===== src/rtl/reg_file_loader_if.sv =====
// Stream-in and register-bank port bundle for reg_file_loader.
// master: the loader side (accepts words, drives the bank write/read ports).
// slave:  the environment side (word source and register bank).
interface reg_file_loader_if #(
    parameter int unsigned DW = 32,
    parameter int unsigned AW = 5
);
    logic          in_valid;
    logic [DW-1:0] in_data;
    logic          in_ready;
    logic          RegEn;
    logic [AW-1:0] WriteReg;
    logic [DW-1:0] WriteData;
    logic [AW-1:0] ReadReg1;
    logic [DW-1:0] ReadData1;

    modport master (
        input  in_valid, in_data, ReadData1,
        output in_ready, RegEn, WriteReg, WriteData, ReadReg1
    );

    modport slave (
        output in_valid, in_data, ReadData1,
        input  in_ready, RegEn, WriteReg, WriteData, ReadReg1
    );
endinterface


===== src/rtl/reg_file_loader.sv =====
// Streams words into consecutive bank registers, then reads them back through
// read port 1 and compares the additive checksum.
module reg_file_loader #(
    parameter int unsigned DW        = 32,
    parameter int unsigned AW        = 5,
    parameter int unsigned NREG      = 32,
    parameter int unsigned FIRST_REG = 1
) (
    input  logic              clk,
    input  logic              rst_n,
    input  logic              start,
    input  logic [AW:0]       count,
    reg_file_loader_if.master bus,
    output logic              busy,
    output logic              done,
    output logic              error,
    output logic [DW-1:0]     checksum
);

    typedef enum logic [2:0] {StIdle, StLoad, StFlush, StVerify, StDone} stateT;

    localparam logic [AW:0]   MaxCnt   = (AW+1)'(NREG - FIRST_REG);
    localparam logic [AW-1:0] FirstIdx = AW'(FIRST_REG);
    localparam logic [AW:0]   CntOne   = (AW+1)'(1);
    localparam logic [AW-1:0] IdxOne   = AW'(1);

    stateT         stateQ, stateD;
    logic [AW:0]   cntQ, cntD;
    logic [AW:0]   kQ, kD;          // write index in LOAD, read counter in VERIFY
    logic [AW:0]   kInc;
    logic          regEnQ, regEnD;
    logic [AW-1:0] writeRegQ, writeRegD;
    logic [DW-1:0] writeDataQ, writeDataD;
    logic [AW-1:0] readReg1Q, readReg1D;
    logic [DW-1:0] sum2Q, sum2D;
    logic [DW-1:0] sumNext;
    logic [DW-1:0] checksumQ, checksumD;
    logic          errorQ, errorD;
    logic          doneQ, doneD;
    logic          busyQ, busyD;

    // Next-state and next-output decode.
    always_comb begin
        stateD     = stateQ;
        cntD       = cntQ;
        kD         = kQ;
        regEnD     = 1'b0;
        writeRegD  = writeRegQ;
        writeDataD = writeDataQ;
        readReg1D  = readReg1Q;
        sum2D      = sum2Q;
        checksumD  = checksumQ;
        errorD     = errorQ;
        doneD      = 1'b0;
        kInc       = kQ + CntOne;
        sumNext    = sum2Q + bus.ReadData1;

        unique case (stateQ)
            StIdle: begin
                if (start) begin
                    checksumD = '0;
                    errorD    = 1'b0;
                    cntD      = count;
                    kD        = '0;
                    if (count == '0) begin
                        stateD = StDone;
                        doneD  = 1'b1;
                    end else if (count > MaxCnt) begin
                        // Would run past the last register: refuse without writing.
                        stateD = StDone;
                        doneD  = 1'b1;
                        errorD = 1'b1;
                    end else begin
                        stateD = StLoad;
                    end
                end
            end
            StLoad: begin
                if (bus.in_valid) begin
                    regEnD     = 1'b1;
                    writeRegD  = FirstIdx + kQ[AW-1:0];
                    writeDataD = bus.in_data;
                    checksumD  = checksumQ + bus.in_data;
                    kD         = kInc;
                    if (kInc == cntQ) begin
                        stateD = StFlush;
                    end
                end
            end
            StFlush: begin
                // The last word's RegEn is live this cycle; readback starts next.
                readReg1D = FirstIdx;
                sum2D     = '0;
                kD        = '0;
                stateD    = StVerify;
            end
            StVerify: begin
                sum2D = sumNext;
                kD    = kInc;
                if (kInc == cntQ) begin
                    if (sumNext != checksumQ) begin
                        errorD = 1'b1;
                    end
                    doneD  = 1'b1;
                    stateD = StDone;
                end else begin
                    readReg1D = readReg1Q + IdxOne;
                end
            end
            StDone: begin
                stateD = StIdle;
            end
            default: begin
                stateD = StIdle;
            end
        endcase

        busyD = (stateD != StIdle);
    end

    // State and registered outputs with synchronous active-low reset.
    always_ff @(posedge clk) begin
        if (!rst_n) begin
            stateQ     <= StIdle;
            cntQ       <= '0;
            kQ         <= '0;
            regEnQ     <= 1'b0;
            writeRegQ  <= '0;
            writeDataQ <= '0;
            readReg1Q  <= '0;
            sum2Q      <= '0;
            checksumQ  <= '0;
            errorQ     <= 1'b0;
            doneQ      <= 1'b0;
            busyQ      <= 1'b0;
        end else begin
            stateQ     <= stateD;
            cntQ       <= cntD;
            kQ         <= kD;
            regEnQ     <= regEnD;
            writeRegQ  <= writeRegD;
            writeDataQ <= writeDataD;
            readReg1Q  <= readReg1D;
            sum2Q      <= sum2D;
            checksumQ  <= checksumD;
            errorQ     <= errorD;
            doneQ      <= doneD;
            busyQ      <= busyD;
        end
    end

    assign bus.in_ready  = (stateQ == StLoad);
    assign bus.RegEn     = regEnQ;
    assign bus.WriteReg  = writeRegQ;
    assign bus.WriteData = writeDataQ;
    assign bus.ReadReg1  = readReg1Q;
    assign busy          = busyQ;
    assign done          = doneQ;
    assign error         = errorQ;
    assign checksum      = checksumQ;

endmodule


===== src/flat_wrapper.sv =====
// flat-port wrapper written by rule: the top's interface ports become plain ports
module reg_file_loader_flat 
#(
    parameter int unsigned DW        = 32,
    parameter int unsigned AW        = 5,
    parameter int unsigned NREG      = 32,
    parameter int unsigned FIRST_REG = 1
)
  (clk, rst_n, start, count, busy, done, error, checksum, bus_in_valid, bus_in_data, bus_ReadData1, bus_in_ready, bus_RegEn, bus_WriteReg, bus_WriteData, bus_ReadReg1);
  reg_file_loader_if #(.DW(DW), .AW(AW)) bus_i ();
  input  logic clk;
  input  logic rst_n;
  input  logic start;
  input  logic [AW:0] count;
  output logic busy;
  output logic done;
  output logic error;
  output logic [DW-1:0] checksum;
  input wire logic [$bits(bus_i.in_valid)-1:0] bus_in_valid;
  input wire logic [$bits(bus_i.in_data)-1:0] bus_in_data;
  input wire logic [$bits(bus_i.ReadData1)-1:0] bus_ReadData1;
  output wire logic [$bits(bus_i.in_ready)-1:0] bus_in_ready;
  output wire logic [$bits(bus_i.RegEn)-1:0] bus_RegEn;
  output wire logic [$bits(bus_i.WriteReg)-1:0] bus_WriteReg;
  output wire logic [$bits(bus_i.WriteData)-1:0] bus_WriteData;
  output wire logic [$bits(bus_i.ReadReg1)-1:0] bus_ReadReg1;
  assign bus_i.in_valid = bus_in_valid;
  assign bus_i.in_data = bus_in_data;
  assign bus_i.ReadData1 = bus_ReadData1;
  assign bus_in_ready = bus_i.in_ready;
  assign bus_RegEn = bus_i.RegEn;
  assign bus_WriteReg = bus_i.WriteReg;
  assign bus_WriteData = bus_i.WriteData;
  assign bus_ReadReg1 = bus_i.ReadReg1;
  reg_file_loader #(.DW(DW), .AW(AW), .NREG(NREG), .FIRST_REG(FIRST_REG)) u_core (.clk(clk), .rst_n(rst_n), .start(start), .count(count), .bus(bus_i), .busy(busy), .done(done), .error(error), .checksum(checksum));
endmodule

===== config.mk =====
export PLATFORM = sky130hd
export DESIGN_NAME = reg_file_loader_flat
export DESIGN_NICKNAME = d
export VERILOG_FILES = /design/src/rtl/reg_file_loader_if.sv /design/src/rtl/reg_file_loader.sv /design/src/flat_wrapper.sv
export SDC_FILE = /design/constraint.sdc
export NUM_CORES = 1
export LEC_CHECK = 0
export ABC_CLOCK_PERIOD_IN_PS = 3500
export CORE_ASPECT_RATIO = 0.9
export CORE_MARGIN = 4
export CORE_UTILIZATION = 49
export CTS_CLUSTER_SIZE = 12
export DETAILED_ROUTE_END_ITERATION = 16
export PLACE_DENSITY = 0.77
export SYNTH_ARGS = -nofsm -noshare
export SYNTH_HDL_FRONTEND = slang
export SYNTH_SLANG_ARGS = --single-unit

===== constraint.sdc =====
create_clock -name clk -period 3.5 [get_ports clk]
set_input_delay 0.525 -clock clk [delete_from_list [all_inputs] [get_ports clk]]
set_output_delay 0.525 -clock clk [all_outputs]
set_load 0.005 [all_outputs]

### Word-level counts from Yosys, hierarchy flattened

Cells that the tools add are included.

* input bits: 74
* register bits: 125

* reductions and logical operators: 14
* $add $sub $neg: 5
* order comparisons: 1
* muxes and demuxes: 27
* equal/unequal tests: 10

Operators by type and width (count)
* case mux 32 bit (2 select lines): 2
* adder 32 bit: 2
* 2-to-1 mux 32 bit: 2
* != test 32 bit: 1
* case mux 6 bit (4 select lines): 1
* 2-to-1 mux 3 bit: 6
* 2-to-1 mux 6 bit: 2
* case mux 3 bit (4 select lines): 1
* case mux 5 bit (2 select lines): 1
* 2-to-1 mux 1 bit: 9
* AND reduction 2 bit: 4
* adder 6 x 1 -> 6 bit (second input constant): 1
* equality test 3 x 2 -> 1 bit (second input constant): 2
* equality test 6 bit: 1
* > comparator 6 x 5 -> 1 bit (second input constant): 1
* zero test 6 bit: 1
* != test 2 bit (second input constant): 3
* AND reduction 3 bit: 2
* nonzero test 2 bit: 3
* adder 1 x 5 -> 5 bit (first input constant): 1
* adder 5 x 1 -> 5 bit (second input constant): 1
* 2-to-1 mux 5 bit: 1
* != test 2 x 1 -> 1 bit (second input constant): 2
* case mux 1 bit (2 select lines): 2
* other kinds (5): 5

### Logic depth before layout (Yosys ltp)

Gate-level depths: netlist of run 1.

* depth after elaboration: 6
* depth in mapped cells: 14
* gate-level depth less buffers: 14

### Worst setup path after synthesis of run 1

No wires, ideal clock.

* path kind: in2reg
* from: in bus_ReadData1[1]
* to: reg u_core.errorQ (netlist: u_core.error)
* stages: 12
* library setup time: 122 ps
* data arrival time: 3415 ps
* buffers on the path: 0
* path slack: -37 ps
* cells stage by stage: ha_1 a211o_1 a211oi_4 o21ai_2 o311a_4 a211o_1 a21oi_4 xnor2_1 xor2_1 or4_1 nor4b_1 nor2_1

* longest elaborated chain between the ends: 4

Ends and longest elaborated chain
* from (decl): line flat_wrapper.sv:21 `input wire logic [$bits(bus_i.ReadData1)-1:0] bus_ReadData1;`
* adder 32 bit: line reg_file_loader.sv:56 `sumNext = sum2Q + bus.ReadData1;`
* != test 32 bit: line reg_file_loader.sv:101 `if (sumNext != checksumQ) begin`
* != test 2 x 1 -> 1 bit (no line)
* AND reduction 4 bit (no line)
* to (signal assigned): line reg_file_loader.sv:146 `errorQ <= errorD;`
* to (decl): line reg_file_loader.sv:38 `logic errorQ, errorD;`

No other way between the ends.
A chain may end at the register's enable or synchronous reset.

### Final worst setup path of run 1

* from: in bus_ReadData1[0]
* to: reg u_core.errorQ (netlist: u_core.error)

The elaborated chain is that of the path after synthesis.

==> summary.txt, run 1 <==
status -> finished clean
Layout area overhead -> 41.0%
Avg WL per Cell -> 17.1 um
sequential area share after synthesis -> 28.8%
critical path launch point type -> input port
PwrDens -> 330 nW/um^2
worst rel slew slack -> 22.9%
most frequent cells after synthesis -> nand2_1 (160), dfxtp_1 (125), o21ai_0 (69)
Post-Route Utilization -> 71.5%
Cell Area, Synth -> 8680 um^2
worst path bufs/invs -> 5
FMAX -> 296 MHz
nets -> 1494
global-route wire length before repair -> 44000 um
clk_lat worst skew -> 430 ps
root cell of the clock tree -> clkbuf_16
FP Rows -> 45
via/cell ratio -> 5.63
FILL cells -> 1362
initial core utilization -> 50.7%
largest net degree at the start of global routing -> 95
CTS clk-pin slew, worst paths -> 60 ps
DRT iter0 DRCs -> 566
DR DRC count -> 0
IO buf count -> 152
MaxCap Viol Count -> 0
EDFF count, synth -> 0
gr ovfl total -> 0
layout cell share with drive strength beyond 1 -> 16.3%
core footprint -> 17100 um^2
Cells after Synth -> 1081
CP cell instances -> dlygate4sd2_1 -> ha_2 -> inv_1 -> fa_2 -> nor2b_2 -> o31a_1 -> buf_4 -> o31a_1 -> o21a_1 -> o21a_1 -> a311oi_2 -> buf_4 -> xnor2_1 -> nor4_2 -> buf_4 -> nand4_1 -> nor4b_2 -> nor2_1
Top Family by Delay on Critical Path -> compound AO/OA/AOI/OAI gates
post-synth cell types -> 66
HPWL after DPL -> 20400 um
total CTS buffers -> 17
Worst Hold Margin -> 463 ps
Final Wtd Congestion -> 0.952
Final period util -> 96.4%
Worst path slowest cell -> o31a_1
die height -> 134 um
Die Width -> 148 um
CTS tree -> yes
die area -> 19900 um^2
CP Capture Type -> flop
Least-Margin Pin Slew -> 1160 ps
Crit path arrival time -> 3680 ps
CP max stage delay -> 300 ps
routed wire length -> 27500 um
Syn Nets -> 1221
initial antenna violation count -> 0
Pins Over Slew Limit -> 0
Main synth FF type -> dfxtp_1
Worst EP required -> 3800 ps
vias in the first global route -> 8642
Sink Count -> 125
Hold Buf Count CTS -> 0
vias -> 9012
Longest Clk Path Bufs -> 2
Seq cells post-synth -> 125
Setup violations, final -> 0
GR Util All Layers -> 27.3%
Synth warnings -> 0
kind of critical path -> input port to flop
ys async rst share -> 0%
most frequent cell after synthesis -> nand2_1
Post-DRT Antenna Nets -> 0
Hold Crit Class -> flop to flop
Clock Skew -> 14.5 ps
setup_tns -> 0 ps
# IOs -> 153
RSZ-0062 raised after global routing -> yes
Ant. Diodes -> 0
P_leak -> 5.30 nW
top post-synthesis cells by area -> dfxtp_1 (29%), ha_1 (9.2%), nand2_1 (6.9%)
Tmin final -> 3380 ps
most numerous cell on the critical path -> buf_4
CP max FO -> 4
Fin. Hold Viols -> 0
Initial DRT Pass Iterations -> 5
post-synth top area share -> 28.8%
Syn Area/Cell -> 8.03 um^2
# H-tree levels -> 4
biggest area consumer among synthesized cells -> dfxtp_1
Peak VDD IR -> 0.321 mV
-- placed cells by master, fill, tap and decap left out, types with 7 or more instances in the layout --
cell             netlist  layout
ha_1                  64      58
xnor3_1                8       8
and2_1                14      14
a21oi_1               62      59
inv_1                 22      22
a31oi_1                8       7
o21ai_0               69      67
o21a_1                12      12
clkbuf_16              0      17
nor2_1                62      62
a21boi_0              49      49
xnor2_1               37      36
a22oi_1               25      25
nor2b_1               37      36
o21bai_1              11      11
or3_1                  8       8
clkdlybuf4s50_1        0     147
nand2_1              160     160
dfxtp_1              125     125
a21o_1                38      38
nand2b_1              15      15
nand3_1               19      19
buf_4                  0     158
nor3_1                23      22
nand4_1               17      17
xor2_1                42      42
-- routing by layer --
| layer | vias up | part of all wire, % | global-route usage (%) |
|---|---|---|---|
| met5 | - | 0 | 0 |
| met4 | 0 | 1.7 | 7.75 |
| met3 | 39 | 7.5 | 6.08 |
| met2 | 345 | 46 | 44.7 |
| met1 | 4205 | 45 | 36.4 |
| li1 | 4423 | - | - |
-- cell families after synthesis --
logic type               Yosys count  synth area share, %
flip-flops                       125                 28.8
multiplexers                       4                0.476
AO/OA/AOI/OAI                    336                 26.3
XOR/XNOR                          88                 10.3
buffers and inverters             78                 3.39
adder cells (fa/ha/maj)           66                 9.69
AND/OR/NAND/NOR                  384                 21.0
-- final timing paths --
path	from	to	slack (ps)	cells past startpoint
max	bus_ReadData1[0]	u_core.error	120	18
min	u_core.bus.WriteData[0]	u_core.bus.WriteData[0]	460	2
max reg2reg	u_core.sum2Q[1]	u_core.error	180	12
min reg2reg	u_core.bus.WriteData[0]	u_core.bus.WriteData[0]	460	2
-- timing repair --
| item | in CTS | in global routing |
|---|---|---|
| endpoints found under the hold margin | 0 | 0 |
| setup endpoints to repair | 2 | 5 |
| setup buffers | 1 | 4 |
| pin swaps | 10 | 18 |
| resized for setup | 10 | 22 |
-- flip-flops by register name (all words and copies together) (netlist names) --
| register | flops |
|---|---|
| u_core.bus.ReadReg1 | 5 |
| u_core.sum2Q | 32 |
| u_core.cntQ | 6 |
| u_core.bus.WriteReg | 5 |
| u_core.done | 1 |
| u_core.busy | 1 |
| u_core.stateQ | 3 |
| u_core.kQ | 6 |
| u_core.bus.RegEn | 1 |
| u_core.checksum | 32 |
| u_core.bus.WriteData | 32 |
| u_core.error | 1 |
-- report_power, final --
part,switching (mW),internal (mW)
Clock,0.709,1.17
Sequential,0.0345,1.46
Combinational,0.319,0.348
-- area by class of cell --
class | instances | area [um^2] | area share [%]
Tap cell | 235 | 294 | 2.40
Clock inverter | 11 | 156 | 1.28
Timing Repair Buffer | 310 | 2700 | 22.1
Inverter | 22 | 82.6 | 0.675
Sequential cell | 125 | 2500 | 20.4
Clock buffer | 21 | 460 | 3.76
Multi-Input combinational cell | 878 | 6040 | 49.4
-- worst min-delay path, stage by stage, from the launching register on --
cell and delay (ps):
dfxtp_1 310, nand2_1 40, a21boi_0 60
-- per-stage QoR --
stage | instances | area [um^2] | worst slack [ps] | total power, mW
2_1_floorplan | 1081 | 8690 | 5.54 | 1.86
3_3_place_gp | 1565 | 11400 | -553 | 2.16
3_5_place_dp | 1565 | 11400 | -615 | 2.17
4_1_cts | 1598 | 12100 | 0.0435 | 4.04
5_1_grt | 1602 | 12200 | -31.9 | 4.18
6_report | 1602 | 12200 | 125 | 4.04
(Power assumes the default switching activity.)
==> inputs of run 2 (changes only) <==
--- a/config.mk
+++ b/config.mk
@@ -8,10 +8,11 @@
 export ABC_CLOCK_PERIOD_IN_PS = 3500
 export CORE_ASPECT_RATIO = 0.9
 export CORE_MARGIN = 4
-export CORE_UTILIZATION = 49
+export CORE_UTILIZATION = 50
+export CTS_BUF_LIST = sky130_fd_sc_hd__clkbuf_2
 export CTS_CLUSTER_SIZE = 12
 export DETAILED_ROUTE_END_ITERATION = 16
-export PLACE_DENSITY = 0.77
+export PLACE_DENSITY = 0.78
 export SYNTH_ARGS = -nofsm -noshare
 export SYNTH_HDL_FRONTEND = slang
 export SYNTH_SLANG_ARGS = --single-unit
==> summary.txt, run 2 (same netlist as run 1, synthesis figures left out) <==
P_leak -> 5.12 nW
gr ovfl total -> 0
Ant. Diodes -> 0
die height -> 133 um
Setup violations, final -> 0
CP max FO -> 4
CTS clk-pin slew, worst paths -> 210 ps
root cell of the clock tree -> clkbuf_2
Die Width -> 147 um
initial antenna violation count -> 0
Sink Count -> 125
Least-Margin Pin Slew -> 1140 ps
most numerous cell on the critical path -> buf_4
Longest Clk Path Bufs -> 2
Worst path slowest cell -> dfxtp_2
total CTS buffers -> 17
global-route wire length before repair -> 42600 um
Layout area overhead -> 35.4%
# IOs -> 153
Post-Layout Cell Count -> 1595
Hold Buf Count CTS -> 0
Fin. Hold Viols -> 0
Post-DRT Antenna Nets -> 0
Place WS -> -738 ps
most frequent cells in the layout -> nand2_1 (160), buf_4 (152), clkdlybuf4s50_1 (151)
Tmin final -> 3410 ps
layout cell share with drive strength beyond 1 -> 15.4%
nets -> 1488
DR DRC count -> 0
via/cell ratio -> 5.59
CTS tree -> yes
Peak VDD IR -> 0.274 mV
Avg WL per Cell -> 16.7 um
CP max stage delay -> 370 ps
largest net degree at the start of global routing -> 57
IO buf count -> 152
HPWL after DPL -> 20500 um
CP cell instances -> ha_2 -> inv_1 -> fa_2 -> nor2b_2 -> o31a_1 -> buf_4 -> o31a_1 -> o21a_1 -> o21a_1 -> a311oi_2 -> buf_4 -> xnor2_1 -> nor4_2 -> buf_4 -> nand4_1 -> nor4b_2 -> nor2_1
core footprint -> 16900 um^2
Top Family by Delay on Critical Path -> compound AO/OA/AOI/OAI gates
DRT iter0 DRCs -> 676
Initial DRT Pass Iterations -> 6
clk_lat worst skew -> 760 ps
GR Util All Layers -> 26.6%
Final Wtd Congestion -> 0.949
worst path bufs/invs -> 4
final worst setup slack -> 88.3 ps
vias in the first global route -> 8540
initial core utilization -> 51.2%
Clock Skew -> 31.8 ps
vias -> 8923
die area -> 19500 um^2
MaxCap Viol Count -> 0
commonest non-fill, non-tap cell in the layout -> nand2_1
PwrDens -> 263 nW/um^2
kind of critical path -> flop to flop
Worst EP required -> 4160 ps
critical path launch point type -> flop
worst rel slew slack -> 23.9%
# H-tree levels -> 4
# placed instances -> 1563
Pins Over Slew Limit -> 0
Hold Crit Class -> input port to flop
CP Capture Type -> flop
Crit path arrival time -> 4070 ps
Final period util -> 97.5%
FP Rows -> 45
FMAX -> 293 MHz
routed wire length -> 26600 um
status -> finished clean
## run 2: cell count changes in the layout (fill, tap and decap cells not counted), moves of 3 or more
cell / previous run / this run
buf_4: 158 / 152
clkbuf_16: 17 / 0
clkbuf_2: 0 / 17
clkdlybuf4s50_1: 147 / 151
dlygate4sd2_1: 3 / 0
ha_1: 58 / 63
ha_4: 4 / 0
## run 2: cell type report
type | count | area, um^2
well taps | 235 | 294
clock buffers | 17 | 85.1
clock inverters | 14 | 143
fillers | 1381 | 5200
repair buffers | 304 | 2660
inverters | 22 | 82.6
multi-input cells | 878 | 5980
flip-flops and latches | 125 | 2500
## run 2: where the power goes
group | switching (mW) | total [mW] | internal (mW) | leakage (nW)
clock | 0.613 | 0.939 | 0.325 | 0.140
combinational | 0.312 | 0.658 | 0.345 | 3.97
sequential | 0.0340 | 1.50 | 1.46 | 1.01
## run 2: timing repair
action                                  4_1_cts  5_1_grt
hold endpoints to repair                      0        0
cloned                                        0        0
buffers inserted                              0        1
pin swaps                                     0        7
resized for setup                             1       21
endpoints found under the setup margin        1        1
## run 2: layer usage
metal	track usage (%)	part of all wire (%)
met5	0	0
met4	7.00	2.3
met3	6.95	7.8
met2	43.0	45
met1	35.4	45
## run 2: tightest hold or removal path, cell delays in order
cell and delay [ps]:
buf_2 120, buf_4 240, a21boi_0 170
## run 2: worst paths after layout
path / start / cells past startpoint / slack [ps] / to
max: u_core.sum2Q[0] / 17 / 90 / u_core.error
min: rst_n / 3 / 320 / u_core.checksum[1]
max reg2reg: u_core.sum2Q[0] / 17 / 90 / u_core.error
min reg2reg: u_core.bus.WriteData[18] / 2 / 480 / u_core.bus.WriteData[18]
## run 2: through the flow
| stage | setup TNS, ps | area (um^2) | hold slack (ps) | util [%] | power (mW) |
|---|---|---|---|---|---|
| after global placement | -2010 | 11400 | 450 | 67.4 | 2.16 |
| after floorplan | 0 | 8690 | 445 | - | 1.86 |
| after CTS | 0 | 11700 | 290 | 68.8 | 3.10 |
| final | 0 | 11700 | 320 | 69.3 | 3.09 |
| after global routing | -10.3 | 11700 | 289 | 69.3 | 3.24 |
| after detailed placement | -2810 | 11400 | 458 | 67.4 | 2.17 |
==> inputs of run 3 (changes only) <==
--- a/config.mk
+++ b/config.mk
@@ -12,6 +12,7 @@
 export CTS_BUF_LIST = sky130_fd_sc_hd__clkbuf_2
 export CTS_CLUSTER_SIZE = 12
 export DETAILED_ROUTE_END_ITERATION = 16
+export GPL_ROUTABILITY_DRIVEN = 0
 export PLACE_DENSITY = 0.78
 export SYNTH_ARGS = -nofsm -noshare
 export SYNTH_HDL_FRONTEND = slang
==> summary.txt, run 3 (same netlist as run 1, synthesis figures left out) <==
Hold Crit Class -> input port to flop
most frequent cells in the layout -> nand2_1 (160), buf_4 (153), clkdlybuf4s50_1 (151)
nets -> 1489
die height -> 133 um
DR DRC count -> 0
PwrDens -> 267 nW/um^2
global-route wire length before repair -> 42000 um
FILL cells -> 1393
placed inst area -> 11400 um^2
# IOs -> 153
Crit path arrival time -> 4070 ps
Hold Buf Count CTS -> 0
CP Capture Type -> flop
CTS tree -> yes
die area -> 19500 um^2
commonest non-fill, non-tap cell in the layout -> nand2_1
Post-Layout Cell Count -> 1598
Die Width -> 147 um
final worst setup slack -> 136 ps
critical path launch point type -> flop
status -> finished clean
Place WS -> -608 ps
clk_lat worst skew -> 790 ps
CTS clk-pin slew, worst paths -> 240 ps
FP Rows -> 45
routed wire length -> 26200 um
r2r setup slk -> 140 ps
worst rel slew slack -> 23.5%
Clock Skew -> 48.8 ps
Avg WL per Cell -> 16.4 um
Longest Clk Path Bufs -> 2
layout cell share with drive strength beyond 1 -> 15.5%
CP max FO -> 3
Initial DRT Pass Iterations -> 6
DRT iter0 DRCs -> 724
Tmin final -> 3360 ps
# H-tree levels -> 4
initial core utilization -> 51.2%
Pins Over Slew Limit -> 0
kind of critical path -> flop to flop
root cell of the clock tree -> clkbuf_2
total CTS buffers -> 17
IO buf count -> 152
Storage cell area -> 2510 um^2
initial antenna violation count -> 1
# placed instances -> 1565
Sink Count -> 125
Post-DRT Antenna Nets -> 0
core footprint -> 16900 um^2
Layout area overhead -> 35.7%
GR Util All Layers -> 26.2%
FMAX -> 297 MHz
postcts setup bufs -> 0
HPWL after DPL -> 20100 um
post-route design area -> 11800 um^2
Fin. Hold Viols -> 0
P_leak -> 5.10 nW
Post-Route Utilization -> 69.5%
RSZ-0062 raised after global routing -> yes
vias -> 8890
Worst EP required -> 4200 ps
via/cell ratio -> 5.56
vias in the first global route -> 8484
largest net degree at the start of global routing -> 96
MaxCap Viol Count -> 0
Final period util -> 96.1%
Setup violations, final -> 0
footprint of the multi-input gates -> 5980 um^2
Peak VDD IR -> 0.243 mV
Least-Margin Pin Slew -> 1150 ps
gr ovfl total -> 0
run 3: worst paths after layout:
| check | startpoint | to | depth (start not counted) |
|---|---|---|---|
| setup / recovery | u_core.sum2Q[1] | u_core.error | 13 |
| hold / removal | count[2] | u_core.cntQ[2] | 3 |
| setup reg to reg | u_core.sum2Q[1] | u_core.error | 13 |
| hold reg to reg | u_core.bus.WriteData[15] | u_core.bus.WriteData[15] | 2 |
run 3: metrics by stage:
stage          hold WS (ps)  TNS [ps]  power, mW
2_1_floorplan           445         0       1.86
3_3_place_gp            452     -2020       2.16
3_5_place_dp            461     -2570       2.17
4_1_cts                 256         0       3.16
5_1_grt                 219     -24.8       3.31
6_report                302         0       3.15
run 3: final cells by class:
| class | count | share of cell area [%] |
|---|---|---|
| Clock inverter | 15 | 1.39 |
| Multi-Input combinational cell | 878 | 50.8 |
| Antenna cell | 1 | 0.0212 |
| Inverter | 22 | 0.701 |
| Timing Repair Buffer | 305 | 22.6 |
| Sequential cell | 125 | 21.3 |
| Clock buffer | 17 | 0.722 |
| Tap cell | 235 | 2.50 |
run 3: per-layer routing:
layer  vias to the layer above  track usage (%)  routed length [um]
met5                         -                0                   0
met4                         0             6.58                 419
met3                        40             7.64                2110
met2                       327             41.3               11800
met1                      4095             35.4               11800
li1                       4428                -                   -
run 3: worst max-delay path, stage by stage, from the launching register on:
cell and delay, ps:
dfxtp_2 380, ha_1 290, a211o_1 350, a211oi_4 240, o21ai_2 100, o311a_4 340
a211o_1 340, a21oi_4 170, buf_4 140, nor3_1 50, a2111oi_2 360, nand4_1 170
nor4b_2 300, nor2_1 70
run 3: repair_timing:
action | in CTS | in global routing
endpoints found under the hold margin | 0 | 0
resized for setup | 0 | 19
setup endpoints to repair | 0 | 3
run 3: report_power, final:
part           switching [mW]  internal, mW  total, mW
registers              0.0343          1.46       1.50
clock network           0.692         0.296      0.988
logic                   0.314         0.350      0.664
total                    1.04          2.11       3.15
